**src/rtl/fir_decim_rsat_if.sv**
```systemverilog
// Valid/ready output bus of the FIR decimate/round/saturate stage.
interface fir_decim_rsat_if #(
  parameter int OUT_W = 10
);
  logic signed [OUT_W-1:0] out_data;
  logic                    out_valid;
  logic                    out_ready;

  modport master (output out_data, out_valid, input out_ready);
  modport slave  (input out_data, out_valid, output out_ready);
endinterface

```
**src/rtl/fir_decim_rsat.sv**
```systemverilog
// Decimates the FIR output, rounds/saturates sfix20_En17 -> sfix10_En9 and
// queues results in a small FIFO with sticky saturation/overflow status.
module fir_decim_rsat #(
  parameter int IN_W  = 20,
  parameter int OUT_W = 10,
  parameter int SHIFT = 8,
  parameter int DECIM = 2,
  parameter int DEPTH = 4
) (
  input  logic                    clk,
  input  logic                    rst_x,
  input  logic                    clk_en,
  input  logic signed [IN_W-1:0]  in_data,
  input  logic                    sync_clr,
  fir_decim_rsat_if.master        out_if,
  output logic                    sat_flag,
  output logic                    ovf_flag,
  output logic [$clog2(DEPTH):0]  fill
);
  localparam int AW = $clog2(DEPTH);
  localparam int PW = (DECIM > 1) ? $clog2(DECIM) : 1;
  localparam int RW = IN_W + 1 - SHIFT;
  localparam logic signed [IN_W:0]    HALF  = (IN_W+1)'(2**(SHIFT-1));
  localparam logic signed [RW-1:0]    R_MAX = RW'(2**(OUT_W-1) - 1);
  localparam logic signed [RW-1:0]    R_MIN = RW'(-(2**(OUT_W-1)));
  localparam logic signed [OUT_W-1:0] O_MAX = {1'b0, {(OUT_W-1){1'b1}}};
  localparam logic signed [OUT_W-1:0] O_MIN = {1'b1, {(OUT_W-1){1'b0}}};

  // round-half-up: add half an output LSB one bit wider so it can't wrap
  logic signed [IN_W:0]    t_s, t_sh;
  logic signed [RW-1:0]    r_s;
  logic                    sat_hi, sat_lo;
  logic signed [OUT_W-1:0] rs_d;

  assign t_s    = $signed({in_data[IN_W-1], in_data}) + HALF;
  assign t_sh   = t_s >>> SHIFT;
  assign r_s    = t_sh[RW-1:0];
  assign sat_hi = (r_s > R_MAX);
  assign sat_lo = (r_s < R_MIN);
  assign rs_d   = sat_hi ? O_MAX : (sat_lo ? O_MIN : r_s[OUT_W-1:0]);

  logic [PW-1:0]           phase_q, phase_d;
  logic                    keep;
  logic                    st_valid_q;
  logic signed [OUT_W-1:0] st_data_q;
  logic                    sat_q, ovf_q;

  assign keep = clk_en && (phase_q == '0);

  always_comb begin
    phase_d = phase_q;
    if (clk_en) phase_d = (phase_q == PW'(DECIM-1)) ? '0 : phase_q + PW'(1);
  end

  always_ff @(posedge clk or negedge rst_x) begin
    if (!rst_x) begin
      phase_q    <= '0;
      st_valid_q <= 1'b0;
      st_data_q  <= '0;
      sat_q      <= 1'b0;
    end else if (sync_clr) begin
      phase_q    <= '0;
      st_valid_q <= 1'b0;
      st_data_q  <= '0;
      sat_q      <= 1'b0;
    end else begin
      phase_q    <= phase_d;
      st_valid_q <= keep;
      if (keep) st_data_q <= rs_d;
      if (keep && (sat_hi || sat_lo)) sat_q <= 1'b1;
    end
  end

  // FIFO: extra wrap bit on pointers distinguishes full from empty
  logic signed [OUT_W-1:0] mem_q [DEPTH];
  logic [AW:0]             wptr_q, rptr_q, fill_w;
  logic                    full, empty, pop, wr, drop;

  assign fill_w = wptr_q - rptr_q;
  assign full   = (fill_w == (AW+1)'(DEPTH));
  assign empty  = (fill_w == '0);
  assign pop    = !empty && out_if.out_ready;
  // a pop in the same cycle frees the slot the pending write needs
  assign wr     = st_valid_q && (!full || pop);
  assign drop   = st_valid_q && full && !pop;

  always_ff @(posedge clk or negedge rst_x) begin
    if (!rst_x) begin
      wptr_q <= '0;
      rptr_q <= '0;
      ovf_q  <= 1'b0;
      for (int i = 0; i < DEPTH; i++) mem_q[i] <= '0;
    end else if (sync_clr) begin
      wptr_q <= '0;
      rptr_q <= '0;
      ovf_q  <= 1'b0;
      for (int i = 0; i < DEPTH; i++) mem_q[i] <= '0;
    end else begin
      if (wr) begin
        mem_q[wptr_q[AW-1:0]] <= st_data_q;
        wptr_q                <= wptr_q + (AW+1)'(1);
      end
      if (pop)  rptr_q <= rptr_q + (AW+1)'(1);
      if (drop) ovf_q  <= 1'b1;
    end
  end

  assign out_if.out_data  = mem_q[rptr_q[AW-1:0]];
  assign out_if.out_valid = !empty;
  assign fill             = fill_w;
  assign sat_flag         = sat_q;
  assign ovf_flag         = ovf_q;
endmodule

```
**src/flat_wrapper.sv**
```systemverilog
// flat-port wrapper written by rule: the top's interface ports become plain ports
module fir_decim_rsat_flat 
#(
  parameter int IN_W  = 20,
  parameter int OUT_W = 10,
  parameter int SHIFT = 8,
  parameter int DECIM = 2,
  parameter int DEPTH = 4
)
  (clk, rst_x, clk_en, in_data, sync_clr, sat_flag, ovf_flag, fill, out_if_out_data, out_if_out_valid, out_if_out_ready);
  fir_decim_rsat_if #(.OUT_W(OUT_W)) out_if_i ();
  input  logic clk;
  input  logic rst_x;
  input  logic clk_en;
  input  logic signed [IN_W-1:0] in_data;
  input  logic sync_clr;
  output logic sat_flag;
  output logic ovf_flag;
  output logic [$clog2(DEPTH):0] fill;
  output wire logic [$bits(out_if_i.out_data)-1:0] out_if_out_data;
  output wire logic [$bits(out_if_i.out_valid)-1:0] out_if_out_valid;
  input wire logic [$bits(out_if_i.out_ready)-1:0] out_if_out_ready;
  assign out_if_out_data = out_if_i.out_data;
  assign out_if_out_valid = out_if_i.out_valid;
  assign out_if_i.out_ready = out_if_out_ready;
  fir_decim_rsat #(.IN_W(IN_W), .OUT_W(OUT_W), .SHIFT(SHIFT), .DECIM(DECIM), .DEPTH(DEPTH)) u_core (.clk(clk), .rst_x(rst_x), .clk_en(clk_en), .in_data(in_data), .sync_clr(sync_clr), .out_if(out_if_i), .sat_flag(sat_flag), .ovf_flag(ovf_flag), .fill(fill));
endmodule
```
**config.mk**
```make
export PLATFORM = sky130hd
export DESIGN_NAME = fir_decim_rsat_flat
export DESIGN_NICKNAME = d
export VERILOG_FILES = /design/src/rtl/fir_decim_rsat_if.sv /design/src/rtl/fir_decim_rsat.sv /design/src/flat_wrapper.sv
export SDC_FILE = /design/constraint.sdc
export NUM_CORES = 1
export LEC_CHECK = 0
export BUFFER_PORTS_ARGS = -buffer_cell sky130_fd_sc_hd__buf_2
export CAP_MARGIN = 30
export CORE_MARGIN = 10
export CORE_UTILIZATION = 55
export DETAILED_ROUTE_END_ITERATION = 10
export GPL_TIMING_DRIVEN = 0
export PLACE_DENSITY = 0.76
export SYNTH_ARGS = -nofsm -noshare
export SYNTH_HDL_FRONTEND = slang
export SYNTH_SLANG_ARGS = --single-unit
export TNS_END_PERCENT = 100
```
**constraint.sdc**
```tcl
create_clock -name clk -period 3.2 [get_ports clk]
set_input_delay 0.64 -clock clk [delete_from_list [all_inputs] [get_ports clk]]
set_output_delay 0.64 -clock clk [all_outputs]
set_load 0.1 [all_outputs]
```
==> impl_metrics.ini <==
[synth]
async_flop_share = 1.00
synth_compound_area_frac = 0.128
synth_area_leaders = dfrtp_1, nand3_1, mux4_2
yosysSeqAreaShare = 0.478
synth_top_family_by_area = simple AND/OR/NAND/NOR gates
synth_top_area_share = 0.478
dominant_synthesized_flop_cell = dfrtp_1
synth.lib_cells_used.distinct = 39
synth_fa_ha_area_frac = 0.0382
number_of_enable_flip_flop_cells_after_synthesis = 0
flop_and_latch_count_out_of_synthesis = 60
post-synth-top-area-cell = dfrtp_1
yosys_warnings = 0
synthMuxAreaShare = 0.0780
syn_area_per_cell_um2 = 9.98
yosys.area_share.simple = 0.197
post_synth_inst_count = 315
netlist_area_um2 = 3140
synth_commonest_cells = dfrtp_1, nand2_1, nand3_1
synth_xor_area_frac = 0.0406
yosysMostFrequentCell = dfrtp_1
mappedNetlistNets = 349

[detailed_routing]
drc_errors = 0
drtAntennaViolNets = 0
route.detailed.vias_per_inst = 5.72
wire_per_inst_um = 16.8
detailroute.via_count = 2492
drt_wl_total_mm = 7.33
dr.pass1.iters = 6
initialDrtViolationCount = 194

[critical_path]
worst_ep_required_time_ns = 2.56
regToRegStartpoint = u_core.wptr_q[0]$_DFFE_PN0P_
data_arrival_at_the_endpoint_of_the_critical_path_ns = 2.41
critical_path_startpoint_category = flip-flop
ff2ff_path_depth = 10
cp.buffers_inverters = 2
critical_path.slowest_cell = buf_2
cp_top_family = adder cells
worst_setup_ep_type = primary output
max_stage_delay_ns = 0.44
setup.reg_to_reg.worst_slack_ns = 0.66
crit-reg2reg-capture = u_core.mem_q[35]$_DFFE_PN0P_
cells_along_the_critical_path = inv_1 > ha_1 > fa_1 > xnor3_1 > nand3_1 > buf_2
crit_type = flip-flop to primary output
critical_path.max_fanout = 4

[global_route]
grt-ovfl-total = 0
number_of_global_route_vias_before_repair = 2526
first_pass_grt_wire_length_mm = 12.2
grt_antenna_before_repair = 0
largest_net_degree_at_the_start_of_global_routing = 40
global_route.usage.total = 0.172

[sta]
fin_skew_ns = 0.00822
final-setup-viol-count = 0
timing.fmax_mhz = 328
fin_setup_tns_ns = 0
min_period_ns = 3.05
worst_pin_slew_ns = 0.618
timing.final.max_slew_violations = 0
rsz0062_at_grt = false
final_hold_viol_count = 0
timing.final.crit_share = 0.952
slew_headroom = 0.588

[clock_tree]
cts_max_level = 3
postCtsResizedCells = 0
cts-buffers-inserted = 9
worst_skew_pair.late_latency_ns = 0.34
tritoncts_clock_tree = done
clock-root-buffer = clkbuf_8
cts.sink_count = 60
post_cts_setup_buffer_count = 0
clkSlewWorstSetupHoldPaths_ns = 0.06
cts_hold_repair.buffers = 0
clk_path_buf_depth = 2

[layout]
layout.area.seq_um2 = 1500
n_fill_cell = 443
fin_cells = 436
multi_input_logic_area_um2 = 1510
final_layout_size_suffix_gt1_frac = 0.214
final_nets = 393
syn_to_final_growth_pct = 15.0
number_of_inserted_diodes = 0

[floorplanning]
initial_utilization = 0.567
io_pins = 41
core_area_um2 = 5540
die_width_um = 95.6
die_height_um = 95.6
site_row_count = 27
die_area_um2 = 9140

[power_and_ir_drop]
leakagePower_nw = 1.60
internal_power_mw = 1.35
power.share.switching = 0.388
share_clk_of_total_power = 0.309
p_switching_uw = 860
power.ir.vdd_worst_v = 0.000484
seqPwrFrac = 0.374
combPwrFrac = 0.317
power_density_nw_per_um2 = 613

[place]
dp.final_hpwl_mm = 5.25
finalWeightedCongestion = 0.832
placed_cells_incl_taps = 420
port_buffers = 32

[worst_hold_path]
path_category_of_the_worst_min_delay_check = primary input to asynchronous set/reset pin

[status]
outcome = completed

[flow_run]
cap_viol_max_count = 0
==> worst max-delay path by stage <==
stage / from / to / slack [ns] / cells past startpoint
after CTS: u_core.wptr_q[0]$_DFFE_PN0P_ / out_if_out_valid / 0.15 / 6
after detailed placement: u_core.wptr_q[0]$_DFFE_PN0P_ / out_if_out_valid / 0.51 / 6
after floorplan: u_core.wptr_q[0]$_DFFE_PN0P_ / u_core.rptr_q[1]$_DFFE_PN0P_ / 0.21 / 8
after global routing: u_core.wptr_q[0]$_DFFE_PN0P_ / out_if_out_valid / 0.03 / 6
after global placement: u_core.wptr_q[0]$_DFFE_PN0P_ / out_if_out_valid / 0.52 / 6
final: u_core.wptr_q[0]$_DFFE_PN0P_ / out_if_out_valid / 0.15 / 6
==> per-layer routing <==
metal	global-route usage	routed length [um]	vias to the layer above
li1	-	-	1208
met1	0.206	3040	1207
met2	0.289	3740	66
met3	0.0275	395	11
met4	0.0946	150	0
met5	0	0	-
==> flip-flops by register name, summed over array words and instances (netlist names) <==
signal	flops
u_core.phase_q	1
u_core.ovf_flag	1
u_core.wptr_q	3
u_core.rptr_q	3
u_core.st_valid_q	1
u_core.mem_q	40
u_core.st_data_q	10
u_core.sat_flag	1
==> cell type report <==
type,instances,area share
clock buffers,11,0.0419
plain buffers,19,0.0260
inverters,9,0.00935
well taps,72,0.0249
flip-flops and latches,60,0.415
repair buffers,33,0.0498
multi-input cells,227,0.419
clock inverters,5,0.0138
==> through the flow <==
stage	hold slack [ns]	instance area [um2]	worst slack (ns)	util	total power [mW]
finish	0.272	3610	0.153	0.652	2.21
detailed placement	0.485	3410	0.509	0.616	1.55
global route	0.311	3610	0.0303	0.652	2.31
global placement	0.480	3390	0.521	0.612	1.54
floorplan	0.344	3140	0.212	-	1.40
CTS	0.285	3610	0.148	0.652	2.23
==> layout by cell type, fill, tap and decap left out, types with 8 or more instances in the layout <==
master and count:
inv_1 9, xor2_1 8, nand3_1 46, dfrtp_1 60, buf_2 37, ha_1 8, clkbuf_8 11, mux4_2 10
nand2_1 57, nor2_1 10, a21oi_1 43
==> power by group through the flow <==
stage          logic (mW)  registers [mW]  clock network (mW)
3_3_place_gp        0.696           0.841                   0
6_report            0.702           0.829               0.684
4_1_cts             0.707           0.828               0.695
2_1_floorplan       0.555           0.843                   0
5_1_grt             0.743           0.834               0.730
3_5_place_dp        0.706           0.842                   0
==> worst register-to-register path, stage by stage (launching register included) <==
cell and delay (ns):
dfrtp_1 0.41, inv_1 0.11, ha_1 0.20, fa_1 0.36, xnor3_1 0.44, nor3_2 0.08, nor2b_1 0.13, buf_6 0.17
buf_2 0.26, nand3_1 0.14, a21oi_1 0.17
==> cells by family after synthesis <==
logic type                 count (synthesis)
and+or+nand+nor                          132
AOI/OAI and AO/OA                         61
DFF                                       60
buffers and inverters                     28
xor gates and xnor gates                  13
muxes                                     12
adders and majority gates                  9
No activity file was read; power rests on OpenSTA's default activity.
